## src/rtl/io_bus_pkg.sv

```systemverilog
// Shared types and helpers for the IO system bus initiator.
package io_bus_pkg;

  typedef enum logic [1:0] {
    StIdle,
    StIssue,
    StRdWait,
    StRsp
  } io_init_state_t;

  localparam int unsigned IO_LANE_LSB      = 2;
  localparam int unsigned IO_ADDRESS_WIDTH = 32;
  localparam int unsigned IO_DATA_WIDTH    = 32;

  typedef struct packed {
    logic                        write;
    logic [IO_ADDRESS_WIDTH-1:0] address;
    logic [IO_DATA_WIDTH-1:0]    data;
  } io_cmd_t;

  // Top bit of the lane index inside a byte address for a bus of the given width.
  function automatic int unsigned io_lane_msb(input int unsigned bus_width);
    return $clog2(bus_width / 8) - 1;
  endfunction

endpackage

```

## src/rtl/io_timeout_counter.sv

```systemverilog
// Wait-state counter; o_expired flags the last permitted wait cycle.
module io_timeout_counter #(
  parameter int unsigned TIMEOUT_CYCLES = 255
) (
  input  logic clk,
  input  logic reset,
  input  logic i_clear,
  input  logic i_enable,
  output logic o_expired
);

  localparam int unsigned CNT_W = $clog2(TIMEOUT_CYCLES + 1);

  logic [CNT_W-1:0] r_count;

  // Expiry is flagged one count early so the FSM leaves exactly TIMEOUT_CYCLES after entry.
  assign o_expired = (r_count == CNT_W'(TIMEOUT_CYCLES - 1));

  always_ff @(posedge clk) begin
    if (reset) begin
      r_count <= '0;
    end else if (i_clear) begin
      r_count <= '0;
    end else if (i_enable && !o_expired) begin
      r_count <= r_count + 1'b1;
    end
  end

endmodule

```

## src/rtl/io_bus_initiator.sv

```systemverilog
// Single-outstanding IO bus initiator: core valid/ready port to n2m/m2n device signals.
module io_bus_initiator
  import io_bus_pkg::*;
#(
  parameter int unsigned ADDRESS_WIDTH  = IO_ADDRESS_WIDTH,
  parameter int unsigned DATA_WIDTH     = IO_DATA_WIDTH,
  parameter int unsigned BUS_WIDTH      = 512,
  parameter int unsigned TIMEOUT_CYCLES = 255
) (
  input  logic                     clk,
  input  logic                     reset,
  input  logic                     req_valid,
  output logic                     req_ready,
  input  logic                     req_write,
  input  logic [ADDRESS_WIDTH-1:0] req_address,
  input  logic [DATA_WIDTH-1:0]    req_data,
  output logic                     rsp_valid,
  input  logic                     rsp_ready,
  output logic [DATA_WIDTH-1:0]    rsp_data,
  output logic                     rsp_error,
  output logic [ADDRESS_WIDTH-1:0] n2m_request_address,
  output logic [BUS_WIDTH-1:0]     n2m_request_data,
  output logic                     n2m_request_read,
  output logic                     n2m_request_write,
  output logic                     mc_avail_o,
  input  logic                     m2n_request_available,
  input  logic                     m2n_response_valid,
  input  logic [ADDRESS_WIDTH-1:0] m2n_response_address,
  input  logic [BUS_WIDTH-1:0]     m2n_response_data
);

  localparam int unsigned NUM_LANES = BUS_WIDTH / DATA_WIDTH;
  localparam int unsigned LANE_MSB  = io_lane_msb(BUS_WIDTH);

  io_init_state_t               r_state, w_state_next;
  io_cmd_t                      r_cmd;
  logic [DATA_WIDTH-1:0]        r_rsp_data;
  logic                         r_rsp_error;
  logic                         w_expired, w_cnt_clear, w_cnt_enable, w_timeout;
  logic                         w_run, w_accept;
  logic [LANE_MSB-IO_LANE_LSB:0] w_lane;
  logic [DATA_WIDTH-1:0]        w_lane_data;
  logic                         w_unused_rsp_addr;

  assign w_unused_rsp_addr = ^m2n_response_address;

  assign w_accept    = (r_state == StIdle) && req_valid;
  assign w_lane      = r_cmd.address[LANE_MSB:IO_LANE_LSB];
  assign w_lane_data = m2n_response_data[int'(w_lane) * DATA_WIDTH +: DATA_WIDTH];

  io_timeout_counter #(
    .TIMEOUT_CYCLES(TIMEOUT_CYCLES)
  ) u_timeout (
    .clk      (clk),
    .reset    (reset),
    .i_clear  (w_cnt_clear),
    .i_enable (w_cnt_enable),
    .o_expired(w_expired)
  );

  always_comb begin
    w_state_next = r_state;
    w_cnt_enable = 1'b0;
    w_timeout    = 1'b0;
    unique case (r_state)
      StIdle: begin
        if (req_valid) w_state_next = StIssue;
      end
      StIssue: begin
        if (!r_cmd.write) begin
          w_state_next = StRdWait;
        end else begin
          w_cnt_enable = 1'b1;
          if (m2n_request_available) begin
            w_state_next = StRsp;
          end else if (w_expired) begin
            w_state_next = StRsp;
            w_timeout    = 1'b1;
          end
        end
      end
      StRdWait: begin
        w_cnt_enable = 1'b1;
        if (m2n_response_valid) begin
          w_state_next = StRsp;
        end else if (w_expired) begin
          w_state_next = StRsp;
          w_timeout    = 1'b1;
        end
      end
      StRsp: begin
        if (rsp_ready) w_state_next = StIdle;
      end
      default: w_state_next = StIdle;
    endcase
    // Any state change restarts the wait count for the state being entered.
    w_cnt_clear = (w_state_next != r_state);
  end

  always_ff @(posedge clk) begin
    if (reset) begin
      r_state     <= StIdle;
      r_cmd       <= '0;
      r_rsp_data  <= '0;
      r_rsp_error <= 1'b0;
    end else begin
      r_state <= w_state_next;
      if (w_accept) begin
        r_cmd       <= '{write:   req_write,
                         address: IO_ADDRESS_WIDTH'(req_address),
                         data:    IO_DATA_WIDTH'(req_data)};
        r_rsp_data  <= '0;
        r_rsp_error <= 1'b0;
      end
      if (r_state == StRdWait && m2n_response_valid) begin
        r_rsp_data <= w_lane_data;
      end
      if (w_timeout) begin
        r_rsp_error <= 1'b1;
      end
    end
  end

  // Every output is forced low while reset is held, regardless of state.
  assign w_run               = !reset;
  assign req_ready           = w_run && (r_state == StIdle);
  assign rsp_valid           = w_run && (r_state == StRsp);
  assign rsp_data            = rsp_valid ? r_rsp_data : '0;
  assign rsp_error           = rsp_valid && r_rsp_error;
  assign n2m_request_address = w_run ? ADDRESS_WIDTH'(r_cmd.address) : '0;
  assign n2m_request_data    = w_run ? {NUM_LANES{DATA_WIDTH'(r_cmd.data)}} : '0;
  assign n2m_request_read    = w_run && (r_state == StIssue) && !r_cmd.write;
  assign n2m_request_write   = w_run && (r_state == StIssue) && r_cmd.write &&
                               m2n_request_available;
  assign mc_avail_o          = w_run && (r_state == StRdWait);

endmodule

```

## config.mk

```make
export PLATFORM = sky130hd
export DESIGN_NAME = io_bus_initiator
export DESIGN_NICKNAME = d
export VERILOG_FILES = /design/src/rtl/io_bus_pkg.sv /design/src/rtl/io_timeout_counter.sv /design/src/rtl/io_bus_initiator.sv
export SDC_FILE = /design/constraint.sdc
export NUM_CORES = 1
export LEC_CHECK = 0
export CAP_MARGIN = 5
export CORE_AREA = 4 4 471 473
export DETAILED_ROUTE_END_ITERATION = 16
export DIE_AREA = 0 0 475 477
export HOLD_SLACK_MARGIN = 0.1
export PLACE_DENSITY = 0.34
export SLEW_MARGIN = 20
export SYNTH_ARGS = -nofsm -noshare
export SYNTH_HDL_FRONTEND = slang
export SYNTH_SLANG_ARGS = --single-unit
```

## constraint.sdc

```tcl
create_clock -name clk -period 4.9 [get_ports clk]
set_input_delay 0.735 -clock clk [delete_from_list [all_inputs] [get_ports clk]]
set_output_delay 0.735 -clock clk [all_outputs]
set_load 0.02 [all_outputs]
```

==> metrics.txt, run 1 <==
# TYPE chip_impl_metric gauge
chip_impl_metric{name="combinationalPowerShare",unit=""} 0.637
chip_impl_info{name="critical_path.reg2reg.startpoint",value="r_state[0]"} 1
chip_impl_info{name="slowest_library_cell_on_the_worst_path",value="sky130_fd_sc_hd__clkdlybuf4s50_1"} 1
chip_impl_metric{name="synth_edf_count",unit=""} 0
chip_impl_metric{name="die_h",unit="um"} 477
chip_impl_metric{name="post-cts-setup-buffer-count",unit=""} 0
chip_impl_info{name="hp-class",value="reg -> reg"} 1
chip_impl_metric{name="post_synthesis_sequential_area_ratio",unit=""} 0.178
chip_impl_info{name="timing.critical_path.mode_cell",value="sky130_fd_sc_hd__buf_4"} 1
chip_impl_metric{name="ctsHoldBuffers",unit=""} 0
chip_impl_metric{name="crit_arrival",unit="ns"} 2.94
chip_impl_metric{name="design.final.nets",unit=""} 2605
chip_impl_metric{name="drv_cap",unit=""} 0
chip_impl_metric{name="finalWeightedCongestion",unit=""} 0.775
chip_impl_metric{name="detail_route.first_pass.iterations",unit=""} 4
chip_impl_metric{name="synth_seq_cells",unit=""} 108
chip_impl_metric{name="longest_clk_path_bufs",unit=""} 2
chip_impl_metric{name="ports_placed_on_the_boundary",unit=""} 1197
chip_impl_info{name="critPathCapture",value="n2m_request_data[309]"} 1
chip_impl_info{name="status",value="finished clean"} 1
chip_impl_metric{name="placement_rows",unit=""} 171
chip_impl_metric{name="initial_standard_cell_utilization_of_the_core",unit=""} 0.0558
chip_impl_info{name="final_cell_mix",value="sky130_fd_sc_hd__clkdlybuf4s50_1, sky130_fd_sc_hd__nand2_1, sky130_fd_sc_hd__mux4_2"} 1
chip_impl_metric{name="internal-power",unit="mW"} 3.22
chip_impl_info{name="most_frequent_standard_cell_in_the_layout_excluding_fill_and_tap_cells",value="sky130_fd_sc_hd__clkdlybuf4s50_1"} 1
chip_impl_metric{name="syn_nets",unit=""} 1935
chip_impl_metric{name="post_synth_inst_count",unit=""} 1313
chip_impl_info{name="end_kind",value="primary output"} 1
chip_impl_metric{name="mappedNetlistArea",unit="mm^2"} 0.0121
chip_impl_metric{name="max_slew.worst_pin.slew",unit="ns"} 1.04
chip_impl_metric{name="reg2reg_setup_slack",unit="ns"} 1.99
chip_impl_metric{name="cp.required",unit="ns"} 4.16
chip_impl_metric{name="wire_per_inst",unit="um"} 21.7
chip_impl_metric{name="period_needed",unit="ns"} 3.67
chip_impl_metric{name="h-tree-depth",unit=""} 3
chip_impl_metric{name="grt_first_pass_wirelength",unit="um"} 129000
chip_impl_metric{name="slew-limit-headroom",unit=""} 0.306
chip_impl_metric{name="dr_total_vias",unit=""} 12300
chip_impl_metric{name="detail_route.wirelength",unit="um"} 105000
chip_impl_metric{name="core_area",unit="mm^2"} 0.217
chip_impl_metric{name="antenna_left",unit=""} 0
chip_impl_info{name="ctsRootBufferMaster",value="sky130_fd_sc_hd__clkbuf_16"} 1
chip_impl_metric{name="grt_start_max_net_pins",unit=""} 67
chip_impl_metric{name="initialDrtViolationCount",unit=""} 597
chip_impl_metric{name="timing_hold_violations_final",unit=""} 0
chip_impl_info{name="setup.worst_path.start_class",value="input pin"} 1
chip_impl_metric{name="maxSlewViolCount",unit=""} 0
chip_impl_metric{name="asyncSetResetFlopFracSynth",unit=""} 0
chip_impl_metric{name="worst-r2r-cell-count",unit=""} 8
chip_impl_metric{name="setup_total_negative_slack",unit="ns"} 0
chip_impl_metric{name="timing.final.crit_share",unit=""} 0.749
chip_impl_metric{name="detailed_place_hpwl",unit="um"} 93200
chip_impl_metric{name="power.leakage",unit="nW"} 7.49
chip_impl_metric{name="clock_power_share",unit=""} 0.163
chip_impl_metric{name="power-per-cell-area",unit="mW/mm^2"} 240
chip_impl_metric{name="fin_worst_hold_slack",unit="ns"} 0.454
chip_impl_metric{name="seqPwrFrac",unit=""} 0.200
chip_impl_metric{name="syn2layout_area_growth",unit="%"} 99.7
chip_impl_metric{name="grt_pass1_vias",unit=""} 12300
chip_impl_metric{name="number_of_unique_standard_cell_types_used_by_synthesis",unit=""} 50
chip_impl_metric{name="max_fo_critical_path",unit=""} 42
chip_impl_metric{name="yosysWarningCount",unit=""} 0
chip_impl_metric{name="clock_sink_count",unit=""} 108
chip_impl_metric{name="sw_share",unit=""} 0.445
chip_impl_info{name="critical_path.startpoint",value="reset"} 1
chip_impl_info{name="postSynth.topFlopCell",value="sky130_fd_sc_hd__dfxtp_1"} 1
chip_impl_metric{name="skew",unit="ns"} 0.0313
chip_impl_metric{name="grt_overflow_total",unit=""} 0
chip_impl_metric{name="grt_usage",unit=""} 0.0882
chip_impl_info{name="tritoncts",value="built"} 1
chip_impl_metric{name="synthesis.area_per_instance",unit="um^2"} 9.23
chip_impl_metric{name="worst_vdd_ir",unit="mV"} 0.215
chip_impl_metric{name="fp.dieW",unit="um"} 475
chip_impl_metric{name="design_area",unit="mm^2"} 0.0242
chip_impl_metric{name="cts_inserted_buffers",unit=""} 9
chip_impl_metric{name="clk_pin_slew",unit="ns"} 0.08
chip_impl_metric{name="drive_above_1_share",unit=""} 0.110
chip_impl_info{name="regToRegEndpoint",value="r_rsp_data[4]"} 1
chip_impl_metric{name="netsw",unit="mW"} 2.59
chip_impl_info{name="grt_setup_unrepaired",value="false"} 1
chip_impl_metric{name="grt_antenna_before_repair",unit=""} 58
chip_impl_metric{name="post-route-drc-count",unit=""} 0
chip_impl_info{name="critical_path_cell_sequence",value="buf_6 > buf_4 > nor2b_1 > buf_4 > clkdlybuf4s50_1"} 1
chip_impl_metric{name="fp.dieArea",unit="mm^2"} 0.227
chip_impl_metric{name="critPathMaxStageDelay",unit="ns"} 0.64
chip_impl_metric{name="report.final.setup_viol",unit=""} 0
chip_impl_info{name="timing_worst_setup_path_type",value="in -> out"} 1
chip_impl_metric{name="max_freq",unit="MHz"} 272
chip_impl_metric{name="detail_route.vias_per_cell",unit=""} 2.54
chip_impl_metric{name="clock_latency",unit="ns"} 0.46
chip_impl_metric{name="post_cts.resized_instances",unit=""} 0
chip_impl_metric{name="placement.io_buffers",unit=""} 1164
chip_impl_metric{name="placed_area",unit="mm^2"} 0.0238
## critical path: cells and delay by family
family | cells | cell delay, ns
buf+inv | 4 | 1.48
simple gates | 1 | 0.60
## worst min-delay path by stage
| stage | endpoint | start | slack, ns | cells past startpoint |
|---|---|---|---|---|
| 6_report | r_cmd[15] | r_cmd[15] | 0.45 | 2 |
| 5_1_grt | r_cmd[39] | r_cmd[39] | 0.48 | 2 |
| 2_1_floorplan | r_cmd[0] | r_cmd[0] | 0.43 | 2 |
| 3_3_place_gp | r_cmd[31] | r_cmd[31] | 0.44 | 2 |
| 3_5_place_dp | r_cmd[23] | r_cmd[23] | 0.44 | 2 |
| 4_1_cts | r_cmd[4] | r_cmd[4] | 0.46 | 2 |
## cell type report
cell class | instances | area (um^2)
Timing Repair Buffer | 1219 | 12100
Sequential cell | 108 | 2170
Multi-Input combinational cell | 638 | 5960
Fill cell | 24900 | 193000
Clock buffer | 12 | 267
Antenna cell | 16 | 40.0
Tap cell | 2854 | 3570
Clock inverter | 4 | 52.6
Inverter | 7 | 26.3
## cell families after synthesis
group,synth area share
AOI/OAI and AO/OA,0.0839
muxes,0.264
buffers and inverters,0.337
and+or+nand+nor,0.126
DFF,0.178
xor gates and xnor gates,0.00289
adders and majority gates,0.00723
## metal layers
layer | routed length (um) | track usage | vias to the layer above
met5 | 137 | 0 | -
met4 | 2620 | 0.0273 | 20
met3 | 8770 | 0.0278 | 114
met2 | 57600 | 0.172 | 842
met1 | 36100 | 0.0871 | 5900
li1 | - | - | 5459
## power by group through the flow
stage               Clock (mW)  Combinational (mW)  Sequential [mW]
CTS                       1.04                3.83             1.18
finish                   0.948                3.70             1.16
detailed placement           0                3.83             1.20
global placement             0                3.85             1.20
global route              1.06                3.97             1.19
floorplan                    0                2.29             1.08
## stage by stage
stage	setup slack (ns)	util	std cells	power, mW
global route	1.03	0.111	4847	6.21
finish	1.23	0.111	4858	5.81
CTS	1.11	0.111	4842	6.05
floorplan	1.95	-	1313	3.38
detailed placement	1.12	0.110	4826	5.02
global placement	1.14	0.110	4826	5.05
## sequential cells by signal, indices dropped and copies added, names as in the netlist
register / count
r_cmd: 65
r_rsp_data: 32
u_timeout.r_count: 8
r_state: 2
r_rsp_error: 1
## synth_stat cells, types with 12 or more instances
| library cell | n | area (um^2) |
|---|---|---|
| sky130_fd_sc_hd__buf_4 | 486 | 3650 |
| sky130_fd_sc_hd__nand2_1 | 180 | 676 |
| sky130_fd_sc_hd__mux4_2 | 113 | 2540 |
| sky130_fd_sc_hd__dfxtp_1 | 108 | 2160 |
| sky130_fd_sc_hd__a21oi_1 | 69 | 345 |
| sky130_fd_sc_hd__nor2b_1 | 66 | 413 |
| sky130_fd_sc_hd__clkbuf_1 | 41 | 154 |
| sky130_fd_sc_hd__and2_1 | 35 | 219 |
| sky130_fd_sc_hd__mux2i_1 | 26 | 260 |
| sky130_fd_sc_hd__o211ai_1 | 26 | 195 |
| sky130_fd_sc_hd__a22oi_1 | 23 | 173 |
| sky130_fd_sc_hd__nor2_1 | 17 | 63.8 |
| sky130_fd_sc_hd__buf_6 | 15 | 169 |
| sky130_fd_sc_hd__mux4_1 | 15 | 394 |
| sky130_fd_sc_hd__buf_1 | 12 | 45.0 |
Note: power is estimated with default switching activity, not from simulation.
==> run 2, diff against run 1 <==
--- a/config.mk
+++ b/config.mk
@@ -6,9 +6,9 @@
 export NUM_CORES = 1
 export LEC_CHECK = 0
 export CAP_MARGIN = 5
-export CORE_AREA = 4 4 471 473
+export CORE_AREA = 4 4 468 470
 export DETAILED_ROUTE_END_ITERATION = 16
-export DIE_AREA = 0 0 475 477
+export DIE_AREA = 0 0 472 474
 export HOLD_SLACK_MARGIN = 0.1
 export PLACE_DENSITY = 0.34
 export SLEW_MARGIN = 20
==> constraint.sdc (replaced) <==
create_clock -name clk -period 3.35 [get_ports clk]
set_input_delay 0.5025 -clock clk [delete_from_list [all_inputs] [get_ports clk]]
set_output_delay 0.5025 -clock clk [all_outputs]
set_load 0.02 [all_outputs]
==> metrics.txt, run 2 (same netlist as run 1, synthesis figures left out) <==
# TYPE chip_impl_metric gauge
chip_impl_info{name="setup.worst_path.start_class",value="flop"} 1
chip_impl_metric{name="critical_path.n_buffers_inverters",unit=""} 2
chip_impl_metric{name="clk_pin_slew",unit="ns"} 0.12
chip_impl_metric{name="cts_inserted_buffers",unit=""} 9
chip_impl_metric{name="pre_cts_ws",unit="ns"} 0.588
chip_impl_metric{name="max_fo_critical_path",unit=""} 9
chip_impl_metric{name="max_slew.worst_pin.slew",unit="ns"} 0.641
chip_impl_metric{name="h-tree-depth",unit=""} 3
chip_impl_metric{name="slew-limit-headroom",unit=""} 0.572
chip_impl_metric{name="power-per-cell-area",unit="mW/mm^2"} 347
chip_impl_metric{name="longest_clk_path_bufs",unit=""} 2
chip_impl_metric{name="detail_route.wirelength",unit="um"} 108000
chip_impl_metric{name="syn2layout_area_growth",unit="%"} 102
chip_impl_info{name="largestRegisters",value="r_cmd x65, r_rsp_data x32, u_timeout.r_count x8"} 1
chip_impl_metric{name="timing.final.crit_share",unit=""} 0.918
chip_impl_info{name="end_kind",value="primary output"} 1
chip_impl_metric{name="skew",unit="ns"} 0.0272
chip_impl_metric{name="post-route-drc-count",unit=""} 0
chip_impl_metric{name="post-cts-setup-buffer-count",unit=""} 0
chip_impl_metric{name="fin_worst_hold_slack",unit="ns"} 0.360
chip_impl_metric{name="fp.dieW",unit="um"} 472
chip_impl_metric{name="initial_standard_cell_utilization_of_the_core",unit=""} 0.0565
chip_impl_metric{name="placement_rows",unit=""} 170
chip_impl_metric{name="cp.required",unit="ns"} 2.85
chip_impl_metric{name="drv_cap",unit=""} 0
chip_impl_metric{name="dr_total_vias",unit=""} 12600
chip_impl_metric{name="detail_route.vias_per_cell",unit=""} 2.59
chip_impl_metric{name="wire_per_inst",unit="um"} 22.1
chip_impl_info{name="grt_setup_unrepaired",value="false"} 1
chip_impl_info{name="tritoncts",value="built"} 1
chip_impl_metric{name="fp.dieArea",unit="mm^2"} 0.224
chip_impl_info{name="status",value="finished clean"} 1
chip_impl_metric{name="crit_arrival",unit="ns"} 2.57
chip_impl_metric{name="worst_vdd_ir",unit="mV"} 0.298
chip_impl_metric{name="ctsHoldBuffers",unit=""} 0
chip_impl_metric{name="placedCellCount",unit=""} 4827
chip_impl_metric{name="grt_start_max_net_pins",unit=""} 52
chip_impl_metric{name="clock_latency",unit="ns"} 0.46
chip_impl_metric{name="post_layout_nonfiller_instances",unit=""} 4859
chip_impl_metric{name="grt_overflow_total",unit=""} 0
chip_impl_info{name="cpLargestDelayFamily",value="buffers and inverters"} 1
chip_impl_metric{name="power.leakage",unit="nW"} 7.69
chip_impl_metric{name="report.final.setup_viol",unit=""} 0
chip_impl_metric{name="maxSlewViolCount",unit=""} 0
chip_impl_metric{name="flip_flop_count_of_the_largest_register_after_layout",unit=""} 65
chip_impl_metric{name="antenna_left",unit=""} 0
chip_impl_metric{name="placement.io_buffers",unit=""} 1164
chip_impl_metric{name="grt_antenna_before_repair",unit=""} 97
chip_impl_info{name="max_flop_register",value="r_cmd"} 1
chip_impl_metric{name="detailed_place_hpwl",unit="um"} 95200
chip_impl_metric{name="core_area",unit="mm^2"} 0.214
chip_impl_metric{name="initialDrtViolationCount",unit=""} 613
chip_impl_info{name="ctsRootBufferMaster",value="sky130_fd_sc_hd__clkbuf_16"} 1
chip_impl_metric{name="grt_usage",unit=""} 0.0912
chip_impl_metric{name="design.final.nets",unit=""} 2622
chip_impl_metric{name="die_h",unit="um"} 474
chip_impl_metric{name="detail_route.first_pass.iterations",unit=""} 4
chip_impl_metric{name="clock_sink_count",unit=""} 108
chip_impl_metric{name="critPathMaxStageDelay",unit="ns"} 0.86
chip_impl_metric{name="max_freq",unit="MHz"} 325
chip_impl_info{name="critical_path_cell_sequence",value="inv_1 > ha_1 > nand3_1 > nor2_1 > clkdlybuf4s50_1"} 1
chip_impl_metric{name="grt_pass1_vias",unit=""} 12500
chip_impl_metric{name="ports_placed_on_the_boundary",unit=""} 1197
chip_impl_metric{name="setup_total_negative_slack",unit="ns"} 0
chip_impl_metric{name="worst_slack",unit="ns"} 0.276
chip_impl_info{name="timing_worst_setup_path_type",value="reg -> out"} 1
chip_impl_info{name="most_frequent_standard_cell_in_the_layout_excluding_fill_and_tap_cells",value="sky130_fd_sc_hd__clkdlybuf4s50_1"} 1
chip_impl_metric{name="post_cts.resized_instances",unit=""} 0
chip_impl_metric{name="timing_hold_violations_final",unit=""} 0
chip_impl_metric{name="finalWeightedCongestion",unit=""} 0.798
chip_impl_info{name="final_cell_mix",value="sky130_fd_sc_hd__clkdlybuf4s50_1, sky130_fd_sc_hd__nand2_1, sky130_fd_sc_hd__mux4_2"} 1
chip_impl_metric{name="placed_area",unit="mm^2"} 0.0242
chip_impl_metric{name="design_area",unit="mm^2"} 0.0245
chip_impl_info{name="slowest_library_cell_on_the_worst_path",value="sky130_fd_sc_hd__clkdlybuf4s50_1"} 1
chip_impl_info{name="hp-class",value="in -> reg"} 1
chip_impl_metric{name="drive_above_1_share",unit=""} 0.132
chip_impl_metric{name="grt_first_pass_wirelength",unit="um"} 132000
chip_impl_metric{name="period_needed",unit="ns"} 3.07
-- run 2: final timing paths --
kind                                  from                end  slack (ns)  cells after the start
worst max register to register  r_state[0]     r_rsp_data[24]        0.63                      8
worst min-delay path                 reset          r_cmd[35]        0.36                      2
worst min register to register   r_cmd[52]          r_cmd[52]        0.46                      2
worst max-delay path            r_state[1]  n2m_request_write        0.28                      5
-- run 2: where the power goes --
| group | leakage [nW] | total, mW | switching [mW] | internal (mW) |
|---|---|---|---|---|
| Sequential | 0.882 | 1.66 | 0.181 | 1.48 |
| Combinational | 6.66 | 5.44 | 2.79 | 2.65 |
| Clock | 0.151 | 1.41 | 0.860 | 0.546 |
| Total | 7.69 | 8.51 | 3.83 | 4.67 |
-- run 2: area by class of cell --
type,count,area (um^2)
fillers,24600,190000
flip-flops and latches,108,2170
diodes,16,40.0
well taps,2838,3550
clock inverters,7,86.3
clock buffers,9,225
repair buffers,1236,12500
multi-input cells,638,5950
inverters,7,27.5
-- run 2: per-layer routing --
metal	routed length, um	GRT usage	part of all wire
met1	35300	0.0864	0.33
met4	2480	0.0196	0.023
met5	206	0	0.0019
met2	60600	0.187	0.56
met3	8880	0.0295	0.083
-- run 2: stage by stage --
stage / total power [mW] / utilization
global route: 9.04 / 0.114
floorplan: 4.94 / -
detailed placement: 7.30 / 0.113
global placement: 7.33 / 0.113
finish: 8.51 / 0.114
CTS: 8.86 / 0.114
==> run 3, diff against run 2 <==
--- a/config.mk
+++ b/config.mk
@@ -11,6 +11,7 @@
 export DIE_AREA = 0 0 472 474
 export HOLD_SLACK_MARGIN = 0.1
 export PLACE_DENSITY = 0.34
+export SKIP_CTS_REPAIR_TIMING = 1
 export SLEW_MARGIN = 20
 export SYNTH_ARGS = -nofsm -noshare
 export SYNTH_HDL_FRONTEND = slang
==> results of run 3 <==
The final DEF is identical to that of run 2; final timing and power are the same.
